File: src/rtl/packet_fifo_pkg.sv
// Shared types and defaults for the commit/rollback packet FIFO.
package packet_fifo_pkg;

    localparam int DEFAULT_WIDTH             = 16;
    localparam int DEFAULT_DEPTH             = 16;
    localparam int DEFAULT_ALMOST_FULL_LEVEL = 4;
    localparam int DEFAULT_MAX_PKTS          = 16;

    typedef enum logic [1:0] {
        OK,
        OVERFLOW,
        DROPPED
    } wr_status_e;

    // Pointers carry one extra MSB so full and empty can be told apart.
    function automatic int ptr_width(input int depth);
        return $clog2(depth) + 1;
    endfunction

endpackage

File: src/rtl/packet_fifo_mem.sv
// Simple dual-port RAM: one write port, one registered read port (1-cycle latency).
module packet_fifo_mem #(
    parameter int WIDTH = 16,
    parameter int DEPTH = 16,
    localparam int ADDR_BITS = $clog2(DEPTH)
) (
    input  logic                 clk,
    input  logic                 rst_n,
    input  logic                 wr_en,
    input  logic [ADDR_BITS-1:0] wr_addr,
    input  logic [WIDTH-1:0]     wr_data,
    input  logic                 rd_en,
    input  logic [ADDR_BITS-1:0] rd_addr,
    output logic [WIDTH-1:0]     rd_data
);

    logic [WIDTH-1:0] mem [DEPTH];

    // NOTE: the array has no reset; storage is only observable through pointers that are reset.
    always_ff @(posedge clk) begin
        if (wr_en) begin
            mem[wr_addr] <= wr_data;
        end
    end

    always_ff @(posedge clk or negedge rst_n) begin
        if (!rst_n) begin
            rd_data <= '0;
        end else if (rd_en) begin
            rd_data <= mem[rd_addr];
        end
    end

endmodule

File: src/rtl/packet_fifo.sv
// Single-clock FIFO with speculative writes; readers only see committed packets.
module packet_fifo
    import packet_fifo_pkg::*;
#(
    parameter int WIDTH             = DEFAULT_WIDTH,
    parameter int DEPTH             = DEFAULT_DEPTH,
    parameter int ALMOST_FULL_LEVEL = DEFAULT_ALMOST_FULL_LEVEL,
    parameter int MAX_PKTS          = DEFAULT_MAX_PKTS,
    localparam int ADDR_BITS        = $clog2(DEPTH),
    localparam int CNT_BITS         = $clog2(MAX_PKTS + 1)
) (
    input  logic                 clk,
    input  logic                 rst_n,
    input  logic                 wr_en,
    input  logic [WIDTH-1:0]     wr_data,
    input  logic                 wr_commit,
    input  logic                 wr_rollback,
    output logic [ADDR_BITS:0]   wr_size,
    output logic                 wr_full,
    output logic                 wr_almost_full,
    output logic                 wr_overflow,
    output logic                 wr_dropped,
    input  logic                 rd_en,
    output logic [WIDTH-1:0]     rd_data,
    output logic                 rd_valid,
    output logic [ADDR_BITS:0]   rd_size,
    output logic                 rd_empty,
    output logic                 rd_underflow,
    output logic [CNT_BITS-1:0]  rd_pkt_count,
    input  logic                 rd_pkt_done
);

    localparam int PTR_BITS = ptr_width(DEPTH);
    localparam logic [PTR_BITS-1:0] DEPTH_P    = PTR_BITS'(DEPTH);
    localparam logic [PTR_BITS-1:0] AF_LEVEL_P = PTR_BITS'(ALMOST_FULL_LEVEL);
    localparam logic [CNT_BITS-1:0] PKT_MAX_P  = CNT_BITS'(MAX_PKTS);

    logic [PTR_BITS-1:0] wr_ptr_spec, wr_ptr_commit, rd_ptr, spec_inc;
    logic                pkt_err;
    logic                wr_accept, overflow_now, err_now, has_data;
    logic                rd_accept, pkt_done_ok, commit_req, drop, publish, rollback_eff;
    wr_status_e          wr_status;

    assign wr_size        = DEPTH_P - (wr_ptr_spec - rd_ptr);
    assign wr_full        = (wr_size == '0);
    assign wr_almost_full = (wr_size <= AF_LEVEL_P);
    assign rd_size        = wr_ptr_commit - rd_ptr;
    assign rd_empty       = (rd_size == '0);

    assign wr_accept    = wr_en && !wr_full;
    assign overflow_now = wr_en && wr_full;
    assign spec_inc     = wr_ptr_spec + {{ADDR_BITS{1'b0}}, wr_accept};
    assign err_now      = pkt_err || overflow_now;
    assign has_data     = (spec_inc != wr_ptr_commit);
    assign rd_accept    = rd_en && !rd_empty;
    assign pkt_done_ok  = rd_pkt_done && (rd_pkt_count != '0);
    assign commit_req   = wr_commit && !wr_rollback;

    // A packet that saw an overflow, or that would exceed the packet counter, is dropped.
    assign drop = commit_req &&
                  (err_now || (has_data && (rd_pkt_count == PKT_MAX_P) && !pkt_done_ok));
    assign publish      = commit_req && !drop && has_data;
    assign rollback_eff = wr_rollback || drop;

    // NOTE: every always_comb output gets a default first so no latch is inferred.
    always_comb begin
        wr_status = OK;
        if (drop) begin
            wr_status = DROPPED;
        end else if (overflow_now) begin
            wr_status = OVERFLOW;
        end
    end

    always_ff @(posedge clk or negedge rst_n) begin
        if (!rst_n) begin
            wr_ptr_spec   <= '0;
            wr_ptr_commit <= '0;
            rd_ptr        <= '0;
            pkt_err       <= 1'b0;
            rd_pkt_count  <= '0;
            rd_valid      <= 1'b0;
            wr_overflow   <= 1'b0;
            wr_dropped    <= 1'b0;
            rd_underflow  <= 1'b0;
        end else begin
            if (rollback_eff) begin
                wr_ptr_spec <= wr_ptr_commit;
                pkt_err     <= 1'b0;
            end else begin
                wr_ptr_spec <= spec_inc;
                if (overflow_now) begin
                    pkt_err <= 1'b1;
                end
                if (publish) begin
                    wr_ptr_commit <= spec_inc;
                end
            end

            if (publish && !pkt_done_ok) begin
                rd_pkt_count <= rd_pkt_count + 1'b1;
            end else if (!publish && pkt_done_ok) begin
                rd_pkt_count <= rd_pkt_count - 1'b1;
            end

            if (rd_accept) begin
                rd_ptr <= rd_ptr + 1'b1;
            end

            rd_valid     <= rd_accept;
            rd_underflow <= rd_en && rd_empty;
            wr_overflow  <= overflow_now;
            wr_dropped   <= (wr_status == DROPPED);
        end
    end

    packet_fifo_mem #(
        .WIDTH (WIDTH),
        .DEPTH (DEPTH)
    ) u_mem (
        .clk     (clk),
        .rst_n   (rst_n),
        .wr_en   (wr_accept),
        .wr_addr (wr_ptr_spec[ADDR_BITS-1:0]),
        .wr_data (wr_data),
        .rd_en   (rd_accept),
        .rd_addr (rd_ptr[ADDR_BITS-1:0]),
        .rd_data (rd_data)
    );

endmodule
File: config.mk
export PLATFORM = sky130hd
export DESIGN_NAME = packet_fifo
export DESIGN_NICKNAME = d
export VERILOG_FILES = /design/src/rtl/packet_fifo_pkg.sv /design/src/rtl/packet_fifo_mem.sv /design/src/rtl/packet_fifo.sv
export SDC_FILE = /design/constraint.sdc
export NUM_CORES = 1
export LEC_CHECK = 0
export BUFFER_PORTS_ARGS = -buffer_cell sky130_fd_sc_hd__buf_2
export CAP_MARGIN = 30
export CORE_MARGIN = 2
export CORE_UTILIZATION = 55
export CTS_CLUSTER_DIAMETER = 50
export CTS_CLUSTER_SIZE = 14
export DETAILED_ROUTE_END_ITERATION = 8
export PLACE_DENSITY = 0.86
export SETUP_SLACK_MARGIN = 0.2
export SKIP_CTS_REPAIR_TIMING = 1
export SLEW_MARGIN = 25
export SYNTH_ARGS = -nofsm -noshare
export SYNTH_HDL_FRONTEND = slang
export SYNTH_SLANG_ARGS = --single-unit
File: constraint.sdc
create_clock -name clk -period 5.5 [get_ports clk]
set_clock_uncertainty 0.1 [all_clocks]
set_input_delay 1.1 -clock clk [delete_from_list [all_inputs] [get_ports clk]]
set_output_delay 1.1 -clock clk [all_outputs]
set_load 0.05 [all_outputs]
## Word-level counts from Yosys, hierarchy flattened

Memories as Yosys holds them, arrays and structs flattened. A register that Yosys moved wholly into a read port is not among the register bits.
Index checks and enable logic that the tools add are counted.

| operators by class | value |
|---|---|
| $add $sub $neg | 7 |
| bitwise logic cells | 1 |
| shift operators | 0 |
| $mul | 0 |
| equality and inequality tests | 3 |
| mux-type cells | 9 |
| divide/modulo/power cells | 0 |
| order comparisons | 1 |
| reductions and logical operators | 29 |

Operator list:

| kind | number |
|---|---|
| 5-bit 2-to-1 mux | 3 |
| 1-bit logical AND | 13 |
| 5-bit by 1-bit adder with 5-bit output, second input constant | 2 |
| 5-bit zero test | 2 |
| 5-bit subtractor | 2 |
| 1-bit zero test | 7 |
| 5-bit by 1-bit adder with 5-bit output | 1 |
| 5-bit == test, second input constant | 1 |
| 5-bit by 3-bit less-or-equal comparator with 1-bit output, second input constant | 1 |
| 1-bit 2-to-1 mux | 5 |
| 5-bit inequality test | 1 |
| 5-bit nonzero test | 1 |
| 5-bit by 1-bit subtractor with 5-bit output, second input constant | 1 |
| 5-bit subtractor, first input constant | 1 |
| 2-bit nonzero test | 2 |
| 1-bit logical OR | 3 |
| 2-bit == test, second input constant | 1 |
| 2-bit 2-to-1 mux | 1 |
| 2-bit AND reduction | 1 |
| 1-bit NOT | 1 |

| word-level totals | value |
|---|---|
| memory bits (read-only) | 0 |
| memories | 1 |
| register bits after elaboration | 25 |
| memory bits (writable) | 256 |
| bits in latches | 0 |
| output and inout port bits | 38 |

Memory list:

| name | depth | bits a word | read ports | clocked after Yosys merged registers in | write ports | line | text |
|---|---|---|---|---|---|---|---|
| u_mem.mem | 16 | 16 | 1 | 1 | 1 | packet_fifo_mem.sv:17 | `logic [WIDTH-1:0] mem [DEPTH];` |

## Longest topological paths before layout

Gate-level depths: netlist (run 1).

| depth | value |
|---|---|
| depth after elaboration | 18 |
| depth in mapped cells | 29 |

## Modules after synthesis

Synthesis (run 1) repeated with hierarchy kept, for this count alone.

| second synthesis, totals | value |
|---|---|
| cell total of the unflattened synthesis | 622 |
| area, all modules | 12,228.0 µm² |

By module, submodules not included:

| module | cells an instance | area an instance (µm²) | instances | sequential area each (µm²) |
|---|---|---|---|---|
| packet_fifo_mem | 452 | 10,458.8 | 1 | 8,087.8 |
| packet_fifo | 170 | 1,769.2 | 1 | 625.6 |

## Worst setup path after synthesis (run 1)

OpenSTA, ideal clock, no wires.

| path | value |
|---|---|
| kind | flip-flop to flip-flop |
| from | register rd_ptr[0] |
| to | register rd_pkt_count[4] |
| path slack | -1.370 ns |
| arrival time | 6.626 ns |
| cell stages (with the launch flop) | 30 |
| setup time | 0.144 ns |
| path buffers | 6 |
| cells stage by stage | dfrtp_1 -> clkbuf_1 -> buf_6 -> buf_4 -> inv_1 -> ha_1 -> inv_1 -> ha_1 -> inv_1 -> fa_1 -> xnor2_1 -> nor3_1 -> nand2b_1 -> buf_2 -> buf_2 -> inv_1 -> ha_1 -> ha_1 -> nand3_1 -> xor3_4 -> nand4_1 -> nor4b_4 -> ha_1 -> clkbuf_1 -> xnor2_1 -> ha_1 -> nor3_1 -> o21ai_0 -> a21oi_1 -> xor2_1 |

| between the ends | value |
|---|---|
| cells in the longest elaborated chain, start to end | 17 |

Ends and longest elaborated chain:

| element | line | text |
|---|---|---|
| from (decl) | packet_fifo.sv:38 | `logic [PTR_BITS-1:0] wr_ptr_spec, wr_ptr_commit, rd_ptr, spec_inc;` |
| from (signal assigned) | packet_fifo.sv:107 | `rd_ptr <= rd_ptr + 1'b1;` |
| 5-bit subtractor * (2 in a row) | packet_fifo.sv:44 | `assign wr_size = DEPTH_P - (wr_ptr_spec - rd_ptr);` |
| named net wr_size[3] | packet_fifo.sv:18 | `output logic [ADDR_BITS:0] wr_size,` |
| 5-bit zero test * | packet_fifo.sv:45 | `assign wr_full = (wr_size == '0);` |
| named net wr_full | packet_fifo.sv:19 | `output logic wr_full,` |
| 1-bit zero test | packet_fifo.sv:50 | `assign wr_accept = wr_en && !wr_full;` |
| 1-bit logical AND | packet_fifo.sv:50 |  |
| 5-bit by 1-bit adder with 5-bit output | packet_fifo.sv:52 | `assign spec_inc = wr_ptr_spec + {{ADDR_BITS{1'b0}}, wr_accept};` |
| 5-bit inequality test | packet_fifo.sv:54 | `assign has_data = (spec_inc != wr_ptr_commit);` |
| 1-bit logical AND (2 in a row) | packet_fifo.sv:61 | `(err_now \|\| (has_data && (rd_pkt_count == PKT_MAX_P) && !pkt_done_ok));` |
| 1-bit logical OR | packet_fifo.sv:61 |  |
| 1-bit logical AND | packet_fifo.sv:60 | `assign drop = commit_req &&` |
| 1-bit zero test | packet_fifo.sv:62 | `assign publish = commit_req && !drop && has_data;` |
| 1-bit logical AND | packet_fifo.sv:62 |  |
| 1-bit logical AND * | packet_fifo.sv:62 |  |
| 1-bit zero test | packet_fifo.sv:102 | `end else if (!publish && pkt_done_ok) begin` |
| 1-bit logical AND | packet_fifo.sv:102 |  |
| 2-bit nonzero test (no source line) | - |  |
| to (signal assigned) | packet_fifo.sv:101 | `rd_pkt_count <= rd_pkt_count + 1'b1;` |
| to (signal assigned) | packet_fifo.sv:103 | `rd_pkt_count <= rd_pkt_count - 1'b1;` |
| to (decl) | packet_fifo.sv:29 | `output logic [CNT_BITS-1:0] rd_pkt_count,` |

Mark *: on every way through the listed nets, which the timed path passes. The rest lies on a longest branch.
A chain may end at the register's enable or synchronous reset.

## Final worst setup path (run 1)

| path | value |
|---|---|
| from | register wr_ptr_spec[3] |
| to | register rd_pkt_count[2] |

| between the ends | value |
|---|---|
| cells in the longest elaborated chain, start to end | 17 |

Ends and longest elaborated chain:

| element | line | text |
|---|---|---|
| from (decl) | packet_fifo.sv:38 |  |
| from (signal assigned) | packet_fifo.sv:88 | `wr_ptr_spec <= wr_ptr_commit;` |
| from (signal assigned) | packet_fifo.sv:91 | `wr_ptr_spec <= spec_inc;` |
| 5-bit subtractor (2 in a row) | packet_fifo.sv:44 |  |
| 5-bit zero test | packet_fifo.sv:45 |  |
| 1-bit zero test | packet_fifo.sv:50 |  |
| 1-bit logical AND | packet_fifo.sv:50 |  |
| 5-bit by 1-bit adder with 5-bit output | packet_fifo.sv:52 |  |
| 5-bit inequality test | packet_fifo.sv:54 |  |
| 1-bit logical AND (2 in a row) | packet_fifo.sv:61 |  |
| 1-bit logical OR | packet_fifo.sv:61 |  |
| 1-bit logical AND | packet_fifo.sv:60 |  |
| 1-bit zero test | packet_fifo.sv:62 |  |
| 1-bit logical AND | packet_fifo.sv:62 |  |
| 1-bit logical AND * | packet_fifo.sv:62 |  |
| 1-bit zero test | packet_fifo.sv:102 |  |
| 1-bit logical AND | packet_fifo.sv:102 |  |
| 2-bit nonzero test (no source line) | - |  |

Every way passes the cells marked *; elsewhere a longest branch is shown, timed or not.

==> impl_metrics.csv, run 1 <==
group,metric,value,unit
run_status,status,"complete, no violations",
power_and_ir_drop,pwr-share-comb,45.1,%
route,ant_nets,0,
min_path,hp-start,"u_mem.rd_data[8]",
yosys,yosys.area.top_type,"edfxtp_1",
worst_setup_path,crit_start,"wr_ptr_spec[3]",
sta,grt_setup_unrepaired,"no",
placed_design,io_buffers,60,
power_and_ir_drop,leakagePower,4.76,nW
worst_setup_path,worstSetupEndpointType,"flop",
worst_setup_path,worstPathMaxFanout,10,
min_path,min_to,"u_mem.rd_data[8]",
finish,nets,723,
global_routing,grtUsageMet2,39.0,%
yosys,synthesis.nets,629,
min_path,whs_path_depth,1,
die,die_w,152,um
worst_setup_path,critPathTopFamily,"adder cells",
power_and_ir_drop,power_switching,0.00341,W
global_routing,track_usage,22.2,%
worst_setup_path,critPathBufInv,2,
yosys,postSynthAreaPerCell,20.6,um2
job,drv_cap,0,
clock_network,clock-sinks,297,
clock_network,numCtsBuffers,27,
worst_setup_path,r2r_start,"wr_ptr_spec[3]",
die,core_area,0.0217,mm2
finish,nFillCells,1406,
sta,slew_headroom,36.3,%
worst_setup_path,cp.required,5850,ps
yosys,synth_edf_count,256,
global_routing,use_met3,3.64,%
global_routing,grt_pass1_wl,38.3,mm
yosys,syn_area,0.0121,mm2
power_and_ir_drop,vdd_drop_max,0.000522,V
yosys,synth_top_cell_area_share,63.6,%
finish,ff_latch_area,0.00872,mm2
yosys,synthFlopType,"edfxtp_1",
worst_setup_path,rr_endpoint,"rd_pkt_count[2]",
global_routing,gr-usage-met1,28.5,%
worst_setup_path,max_stage_delay,500,ps
power_and_ir_drop,power_switching_share,39.3,%
die,die_h,152,um
sta,setup_ws,572,ps
placed_design,gp_congestion,0.825,
power_and_ir_drop,p_int,0.00527,W
power_and_ir_drop,pwr-share-clk,20.0,%
clock_network,cts_max_path_buffers,3,
finish,post-route-util,64.0,%
global_routing,busiest_layer,"met2",
yosys,synth.cells.most_frequent,"edfxtp_1 (256), mux4_2 (80), dfrtp_1 (41)",
worst_setup_path,worstSetupStartpointType,"flop",
yosys,ys.warnings.count,0,
yosys,synth_cells,587,
sta,fin_crit_sh,89.6,%
route,drt-initial-drc-count,530,
sta,fmax,0.203,GHz
worst_setup_path,worstRegToRegCells,21,
clock_network,insertion_delay,560,ps
route,routedWlPerCell,26.2,um
worst_setup_path,crit_chain,"inv_1 > ha_1 > ha_1 > a21oi_2 > xnor2_4 > nor3_4 > nand2b_4 > inv_2 > ha_4 > ha_4 > nand3_2 > xor3_4 > nand4_1 > nor4b_4 > ha_2 > xnor2_2 > ha_2 > a21oi_2 > xnor2_1 > nor2_1 > xor2_1",
yosys,ys_ff_latch,297,
clock_network,cts_tree,"done",
worst_setup_path,rrSetupSlack,570,ps
global_routing,grt_max_degree,69,
placed_design,place_ws,162,ps
route,routed_wl,25.8,mm
sta,tightest_slew,956,ps
die,placementRows,54,
route,drc,0,
die,dieArea,0.0232,mm2
sta,setup_viol,0,
sta,final_max_slew_viol_count,0,
clock_network,clk_pin_slew,60,ps
die,io_pins,61,
yosys,yosys-top-cells-area,"edfxtp_1 (64%), mux4_2 (15%), dfrtp_1 (8.5%), mux2_2 (2.6%), ha_1 (1.8%)",
finish,multi_input_area,0.00336,mm2
global_routing,antenna_found_initial,1,
worst_setup_path,critPathArrivalTime,5280,ps
yosys,async_reset_ff_share,13.8,%
clock_network,cts-root-buf,"clkbuf_16",
worst_setup_path,slowest_stage,"dfrtp_2",
finish,drive_above_1_share,39.8,%
placed_design,dp_cells,925,
route,via_per_inst,6.18,
sta,hold_viol,0,
sta,setup_tns,0,ps
clock_network,htree_num_levels,1,
yosys,yosysMostFrequentCell,"edfxtp_1",
power_and_ir_drop,pwr-share-seq,34.9,%
yosys,yosys.cell_types.count,44,
finish,final_cell_count_no_fill,982,
finish,area_growth,14.8,%
placed_design,hpwl,14.3,mm
power_and_ir_drop,power_density,626,mW/mm2
global_routing,grt_pass1_vias,6287,
route,num_vias,6065,
die,initial_core_util,55.7,%
min_path,hp-class,"flop to flop",
sta,whs,401,ps
route,dr.pass1.iters,5,
yosys,ys_seq_area_share,72.1,%
global_routing,grt-ovfl-total,0,
worst_setup_path,path_class,"flop to flop",
sta,period_needed,4930,ps
[worst reg2reg max path, delay by kind of cell (launching register included)]
family          cells  cell delay (ps)
buf+inv             2              310
compound gates      2              320
flops               1              500
simple gates        6             1110
fa+ha+maj           6             1590
xor+xnor            5              920
[flip-flops by register name (all words and copies together), names as in the netlist]
name,cells
u_mem.mem,256
u_mem.rd_data,16
rd_pkt_count,5
rd_ptr,5
wr_ptr_commit,5
wr_ptr_spec,5
pkt_err,1
rd_underflow,1
rd_valid,1
wr_dropped,1
wr_overflow,1
[cells by family after synthesis]
logic type | after synthesis | share of synthesized area [%]
compound gates | 23 | 1.48
fa+ha+maj | 19 | 2.09
xor+xnor | 25 | 2.03
mux | 109 | 17.6
buf+inv | 51 | 1.83
flops | 297 | 72.1
simple gates | 63 | 2.89
[how the worst max path moves through the flow]
stage | to | slack [ps] | cells past startpoint
2_1_floorplan | rd_pkt_count[4] | 130 | 29
3_3_place_gp | rd_pkt_count[4] | 480 | 21
3_5_place_dp | rd_pkt_count[2] | 160 | 21
4_1_cts | rd_pkt_count[2] | 130 | 21
5_1_grt | rd_pkt_count[2] | 320 | 21
6_report | rd_pkt_count[2] | 570 | 21
[stage by stage]
stage / total power, W / area (um2)
6_report: 0.00868 / 13900
5_1_grt: 0.00906 / 13900
4_1_cts: 0.00871 / 13800
3_5_place_dp: 0.00697 / 13000
3_3_place_gp: 0.00678 / 13000
2_1_floorplan: 0.00608 / 12200
[layout by cell type, fill, tap and decap left out, types with 4 or more instances in the layout]
cell type / netlist / layout
nor4_2: 0 / 8
nor2_1: 11 / 11
buf_4: 4 / 31
inv_1: 24 / 21
nor3_2: 0 / 6
mux4_2: 80 / 80
edfxtp_1: 256 / 256
xor2_1: 4 / 4
ha_2: 0 / 4
o21ai_0: 7 / 6
clkbuf_16: 0 / 27
nor3_1: 15 / 8
buf_2: 6 / 59
clkbuf_1: 11 / 15
nand2_1: 9 / 8
inv_2: 1 / 4
ha_1: 17 / 11
xnor2_1: 19 / 17
dfrtp_1: 41 / 37
mux2_2: 28 / 28
[cell type report]
type	instances	share of cell area, %
antenna	1	0.0180
clock buffer	42	5.28
clock inverter	7	0.496
inverter	25	0.676
multi-input combinational	239	24.2
sequential	297	62.8
tap	280	2.52
timing repair buffer	91	3.95
[routing by layer]
metal / share of wire, % / vias to the layer above
met5: 0 / -
met4: 3.2 / 0
met3: 6.6 / 59
met2: 53 / 273
met1: 37 / 3162
li1: - / 2571
[power groups by stage]
stage	sequential, W	combinational [W]	clock, W
3_5_place_dp	0.00307	0.00390	0
5_1_grt	0.00306	0.00414	0.00185
2_1_floorplan	0.00330	0.00278	0
3_3_place_gp	0.00304	0.00374	0
6_report	0.00303	0.00391	0.00173
4_1_cts	0.00303	0.00392	0.00177
Note: power is estimated with default switching activity, not from simulation.
==> run 2, diff against run 1 <==
==> constraint.sdc (replaced) <==
create_clock -name clk -period 4.2 [get_ports clk]
set_clock_uncertainty 0.1 [all_clocks]
set_input_delay 0.84 -clock clk [delete_from_list [all_inputs] [get_ports clk]]
set_output_delay 0.84 -clock clk [all_outputs]
set_load 0.05 [all_outputs]
==> run 2 against run 1 <==
Against the previous run: the flow now finishes with violations (setup timing); count of clock-buffer cells in the layout shrank 1; first-iteration DRC count is 24% higher; largest cell class unchanged; cell count up 2.5%; register-to-register slack got worse by 720 ps; clock power increased by 43%; fmax up 13%; worst hold slack got worse by 180 ps; die area unchanged; flip-flop and latch count stayed put; via count grew 3.4%.
==> impl_metrics.csv, run 2 (same netlist as run 1, synthesis figures left out) <==
group,metric,value,unit
global_routing,grt-ovfl-total,0,
finish,drive_above_1_share,43.9,%
global_routing,antenna_found_initial,1,
die,io_pins,61,
clock_network,insertion_delay,570,ps
route,highest_layer,"met4",
sta,hold_viol,0,
sta,fmax,0.230,GHz
sta,whs,216,ps
finish,largest_reg_flops,256,
worst_setup_path,worstRegToRegCells,23,
run_status,status,"finished with violations",
clock_network,cts_max_path_buffers,3,
worst_setup_path,path_class,"flop to flop",
global_routing,track_usage,22.5,%
sta,period_needed,4350,ps
route,ant_nets,0,
sta,grt_setup_unrepaired,"yes",
sta,final_max_slew_viol_count,0,
power_and_ir_drop,power_density,844,mW/mm2
route,routedWlPerCell,26.4,um
worst_setup_path,cp.required,4510,ps
route,drt-initial-drc-count,658,
clock_network,numCtsBuffers,28,
run_status,failed_checks,"setup timing",
route,routed_wl,26.6,mm
global_routing,grt_max_degree,69,
worst_setup_path,critPathArrivalTime,4660,ps
sta,fin_crit_sh,104,%
finish,layout_commonest_cell,"edfxtp_1",
placed_design,hpwl,14.8,mm
die,placementRows,54,
route,dr_wl_met3,1.63,mm
clock_network,clock-sinks,297,
die,die_h,152,um
die,die_w,152,um
clock_network,htree_num_levels,1,
worst_setup_path,worstSetupStartpointType,"flop",
die,initial_core_util,55.7,%
clock_network,cts-root-buf,"clkbuf_16",
placed_design,dp_cells,944,
worst_setup_path,worstSetupEndpointType,"flop",
power_and_ir_drop,leakagePower,4.96,nW
route,wl_met2,13.8,mm
min_path,hp-class,"input pin to asynchronous set/reset pin",
finish,area_growth,18.5,%
clock_network,cts_tree,"done",
finish,max_flop_register,"u_mem.mem",
sta,setup_ws,-150,ps
finish,layout_common_cells,"edfxtp_1 (256), mux4_2 (80), buf_2 (58)",
route,dr.pass1.iters,5,
sta,setup_tns,-394,ps
placed_design,io_buffers,60,
finish,final_cell_count_no_fill,1007,
route,via_per_inst,6.23,
finish,nets,746,
clock_network,clk_pin_slew,60,ps
sta,slew_headroom,48.3,%
die,dieArea,0.0232,mm2
sta,setup_viol,3,
finish,largestRegisters,"u_mem.mem (256), u_mem.rd_data (16)",
finish,post-route-util,66.1,%
route,num_vias,6272,
power_and_ir_drop,vdd_drop_max,0.000597,V
global_routing,grt_pass1_wl,39.3,mm
route,met1_length,10.5,mm
global_routing,grt_pass1_vias,6461,
sta,tightest_slew,775,ps
placed_design,gp_congestion,0.810,
route,drc,0,
job,drv_cap,0,
worst_setup_path,worstPathMaxFanout,4,
die,core_area,0.0217,mm2
==> run 2: power by group <==
group          leakage [nW]  total (W)  switching (W)  internal (W)
clock network         0.423    0.00248        0.00108       0.00139
logic                  1.73    0.00566        0.00332       0.00233
registers              2.81    0.00396       0.000266       0.00369
total                  4.96     0.0121        0.00467       0.00742
==> run 2: cell type report <==
| type | count | area (um2) |
|---|---|---|
| diodes | 1 | 2.50 |
| clock buffers | 41 | 759 |
| clock inverters | 11 | 145 |
| fillers | 1364 | 7360 |
| inverters | 25 | 93.8 |
| multi-input cells | 239 | 3500 |
| flip-flops and latches | 297 | 8720 |
| well taps | 280 | 350 |
| repair buffers | 113 | 752 |
==> run 2: layer usage <==
layer / vias to the layer above / GRT usage (%)
li1: 2603 / -
met1: 3322 / 30.6
met2: 289 / 38.7
met3: 58 / 3.04
met4: 0 / 6.50
met5: - / 0
==> run 2: critical path, stage by stage (launching register included) <==
cell and delay [ps]:
dfrtp_1 380, inv_2 70, ha_4 270, ha_4 120, inv_2 40, fa_2 570, nand2_4 70, nor3_4 140
nand2b_4 160, inv_2 40, ha_4 150, ha_4 170, nand3_4 80, xor3_4 370, nand4_1 150, nor4b_4 300
ha_4 220, buf_6 100, buf_6 90, buf_4 120, nor3_1 50, o211ai_1 210, a21oi_1 120, xor2_1 150
==> run 2: final timing paths <==
check	endpoint	slack [ps]	from
worst max-delay path	rd_pkt_count[4]	-150	wr_ptr_spec[1]
worst min-delay path	u_mem.rd_data[4]	220	rst_n
worst max register to register	rd_pkt_count[4]	-150	wr_ptr_spec[1]
worst min register to register	u_mem.rd_data[9]	400	u_mem.rd_data[9]
max in group asynchronous	rd_ptr[0]	3000	rst_n
min in group clk	u_mem.rd_data[9]	400	u_mem.rd_data[9]
==> run 2: per-stage QoR <==
step | area (um2) | setup slack, ps | power, W
3_5_place_dp | 13200 | -204 | 0.00936
6_report | 14300 | -150 | 0.0121
3_3_place_gp | 13200 | 6.59 | 0.00912
2_1_floorplan | 12200 | -1170 | 0.00798
5_1_grt | 14300 | -298 | 0.0126
4_1_cts | 14100 | -238 | 0.0119
==> run 3, diff against run 2 <==
--- a/config.mk
+++ b/config.mk
@@ -5,6 +5,7 @@
 export SDC_FILE = /design/constraint.sdc
 export NUM_CORES = 1
 export LEC_CHECK = 0
+export ABC_AREA = 1
 export BUFFER_PORTS_ARGS = -buffer_cell sky130_fd_sc_hd__buf_2
 export CAP_MARGIN = 30
 export CORE_MARGIN = 2
==> run 3 against run 2 <==
Against the previous run: the flow still finishes with violations (setup timing); cell count increased by 39%; die area increased by 2.2%; flip-flop and latch count stayed put; largest cell class unchanged.
==> impl_metrics.csv, run 3 <==
group,metric,value,unit
worst_setup_path,cp.required,4520,ps
finish,drive_above_1_share,20.5,%
worst_setup_path,path_class,"flop to flop",
global_routing,track_usage,24.8,%
finish,nets,1155,
worst_setup_path,critPathArrivalTime,4870,ps
worst_setup_path,slowest_stage,"fa_2",
placed_design,placed_area,0.0133,mm2
die,dieArea,0.0237,mm2
sta,fmax,0.220,GHz
yosys,yosysMostFrequentCell,"edfxtp_1",
sta,slew_headroom,35.3,%
power_and_ir_drop,leakagePower,5.26,nW
worst_setup_path,crit_path_frequent_cell,"ha_4",
worst_setup_path,worstSetupEndpointType,"flop",
job,drv_cap,0,
clock_network,htree_num_levels,1,
yosys,async_reset_ff_share,13.8,%
route,drt-initial-drc-count,1206,
finish,fin_area,0.0143,mm2
finish,nFillCells,1530,
clock_network,clk_pin_slew,70,ps
yosys,yosys.cell_types.count,39,
worst_setup_path,max_stage_delay,550,ps
yosys,synth.cells.most_frequent,"edfxtp_1 (256), nor2_1 (151), nand2_1 (140)",
die,die_h,154,um
global_routing,antenna_found_initial,2,
worst_setup_path,endpoint,"rd_pkt_count[4]",
worst_setup_path,rrSetupSlack,-340,ps
placed_design,gp_congestion,0.816,
worst_setup_path,rr_endpoint,"rd_pkt_count[4]",
finish,largestRegisters,"u_mem.mem (256), u_mem.rd_data (16)",
yosys,postSynthAreaPerCell,12.2,um2
power_and_ir_drop,power_density,835,mW/mm2
route,num_vias,8526,
die,core_area,0.0220,mm2
yosys,yosys-top-cells-area,"edfxtp_1 (62%), dfrtp_1 (8.3%), o21ai_0 (4.9%), nor2_1 (4.6%), nand2_1 (4.3%)",
run_status,failed_checks,"setup timing",
yosys,synth_cells,1015,
worst_setup_path,worstPathMaxFanout,3,
sta,final_max_slew_viol_count,0,
placed_design,io_buffers,60,
yosys,ys.warnings.count,0,
route,dr.pass1.iters,5,
clock_network,cts_tree,"done",
yosys,synthesis.nets,1057,
clock_network,clock-sinks,297,
sta,period_needed,4540,ps
clock_network,numCtsBuffers,27,
clock_network,cts_max_path_buffers,3,
worst_setup_path,r2r_start,"rd_ptr[1]",
die,initial_core_util,56.3,%
finish,area_growth,15.5,%
finish,max_flop_register,"u_mem.mem",
placed_design,hpwl,17.1,mm
yosys,synth_edf_count,256,
finish,layout_common_cells,"edfxtp_1 (256), nand2_1 (136), nor2_1 (134)",
clock_network,cts-root-buf,"clkbuf_16",
clock_network,insertion_delay,550,ps
yosys,syn_area,0.0124,mm2
global_routing,grt_pass1_vias,8111,
sta,fin_crit_sh,108,%
route,ant_nets,0,
yosys,yosys.area.top_type,"edfxtp_1",
yosys,ys_seq_area_share,70.5,%
route,drc,0,
die,die_w,154,um
power_and_ir_drop,vdd_drop_max,0.00104,V
sta,grt_setup_unrepaired,"yes",
yosys,synth_top_cell_area_share,62.2,%
yosys,ys_ff_latch,297,
global_routing,grt_pass1_wl,44.9,mm
worst_setup_path,worstRegToRegCells,28,
placed_design,place_ws,-313,ps
sta,setup_ws,-345,ps
route,routed_wl,30.0,mm
run_status,status,"finished with violations",
die,placementRows,54,
yosys,synthFlopType,"edfxtp_1",
worst_setup_path,worstSetupStartpointType,"flop",
route,routedWlPerCell,21.4,um
sta,setup_viol,3,
die,io_pins,61,
route,via_per_inst,6.08,
finish,layout_commonest_cell,"edfxtp_1",
worst_setup_path,crit_start,"rd_ptr[1]",
sta,hold_viol,0,
sta,tightest_slew,971,ps
finish,largest_reg_flops,256,
global_routing,grt_max_degree,103,
min_path,hp-class,"input pin to asynchronous set/reset pin",
global_routing,grt-ovfl-total,0,
==> run 3: how the worst min path moves through the flow <==
stage	cells past startpoint	slack, ps	from	to
2_1_floorplan	2	400	wr_ptr_commit[0]	wr_ptr_spec[0]
3_3_place_gp	2	360	u_mem.rd_data[7]	u_mem.rd_data[7]
3_5_place_dp	2	360	u_mem.rd_data[12]	u_mem.rd_data[12]
4_1_cts	1	350	rst_n	u_mem.rd_data[5]
5_1_grt	1	220	rst_n	u_mem.rd_data[3]
6_report	1	180	rst_n	rd_underflow
==> run 3: critical path: cells and delay by family, from the launching register on <==
family          cells  cell delay (ps)
xor+xnor            3              360
flops               1              430
fa+ha+maj           7             1740
compound gates      3              320
buf+inv             5              450
simple gates       10             1010
==> run 3: report_power, final <==
part,internal [W],switching [W],total (W)
sequential,0.00363,0.000201,0.00383
clock,0.00128,0.00101,0.00230
combinational,0.00174,0.00404,0.00578
total,0.00666,0.00526,0.0119
==> run 3: stage by stage <==
stage	total power, W	util [%]	setup TNS, ps	hold slack (ps)	std cells
2_1_floorplan	0.00778	-	-2150	401	1015
3_3_place_gp	0.00915	60.7	-292	358	1357
3_5_place_dp	0.00932	60.7	-582	360	1357
4_1_cts	0.0117	64.3	-1110	346	1394
5_1_grt	0.0125	65.0	-1120	221	1402
6_report	0.0119	65.0	-546	176	1402
==> run 3: layer usage <==
| layer | vias up | track usage (%) | share of wire, % |
|---|---|---|---|
| li1 | 3822 | - | - |
| met1 | 4063 | 33.4 | 37 |
| met2 | 556 | 40.8 | 49 |
| met3 | 83 | 4.99 | 11 |
| met4 | 2 | 8.37 | 2.8 |
| met5 | - | 0 | 0.043 |
==> run 3: cells by family after synthesis <==
logic type	after synthesis	share of synthesized area, %
compound gates	215	10.2
xor+xnor	16	1.26
fa+ha+maj	19	2.04
buf+inv	101	3.51
flops	297	70.5
simple gates	367	12.5
==> run 3: area by class of cell <==
type                    count  area (um2)  area share (%)
flip-flops and latches    297        8720            61.1
multi-input cells         617        3440            24.1
repair buffers            121         773            5.42
clock buffers              27         676            4.73
well taps                 280         350            2.45
inverters                  49         190            1.33
clock inverters            10         128           0.894
diodes                      1        2.50          0.0175
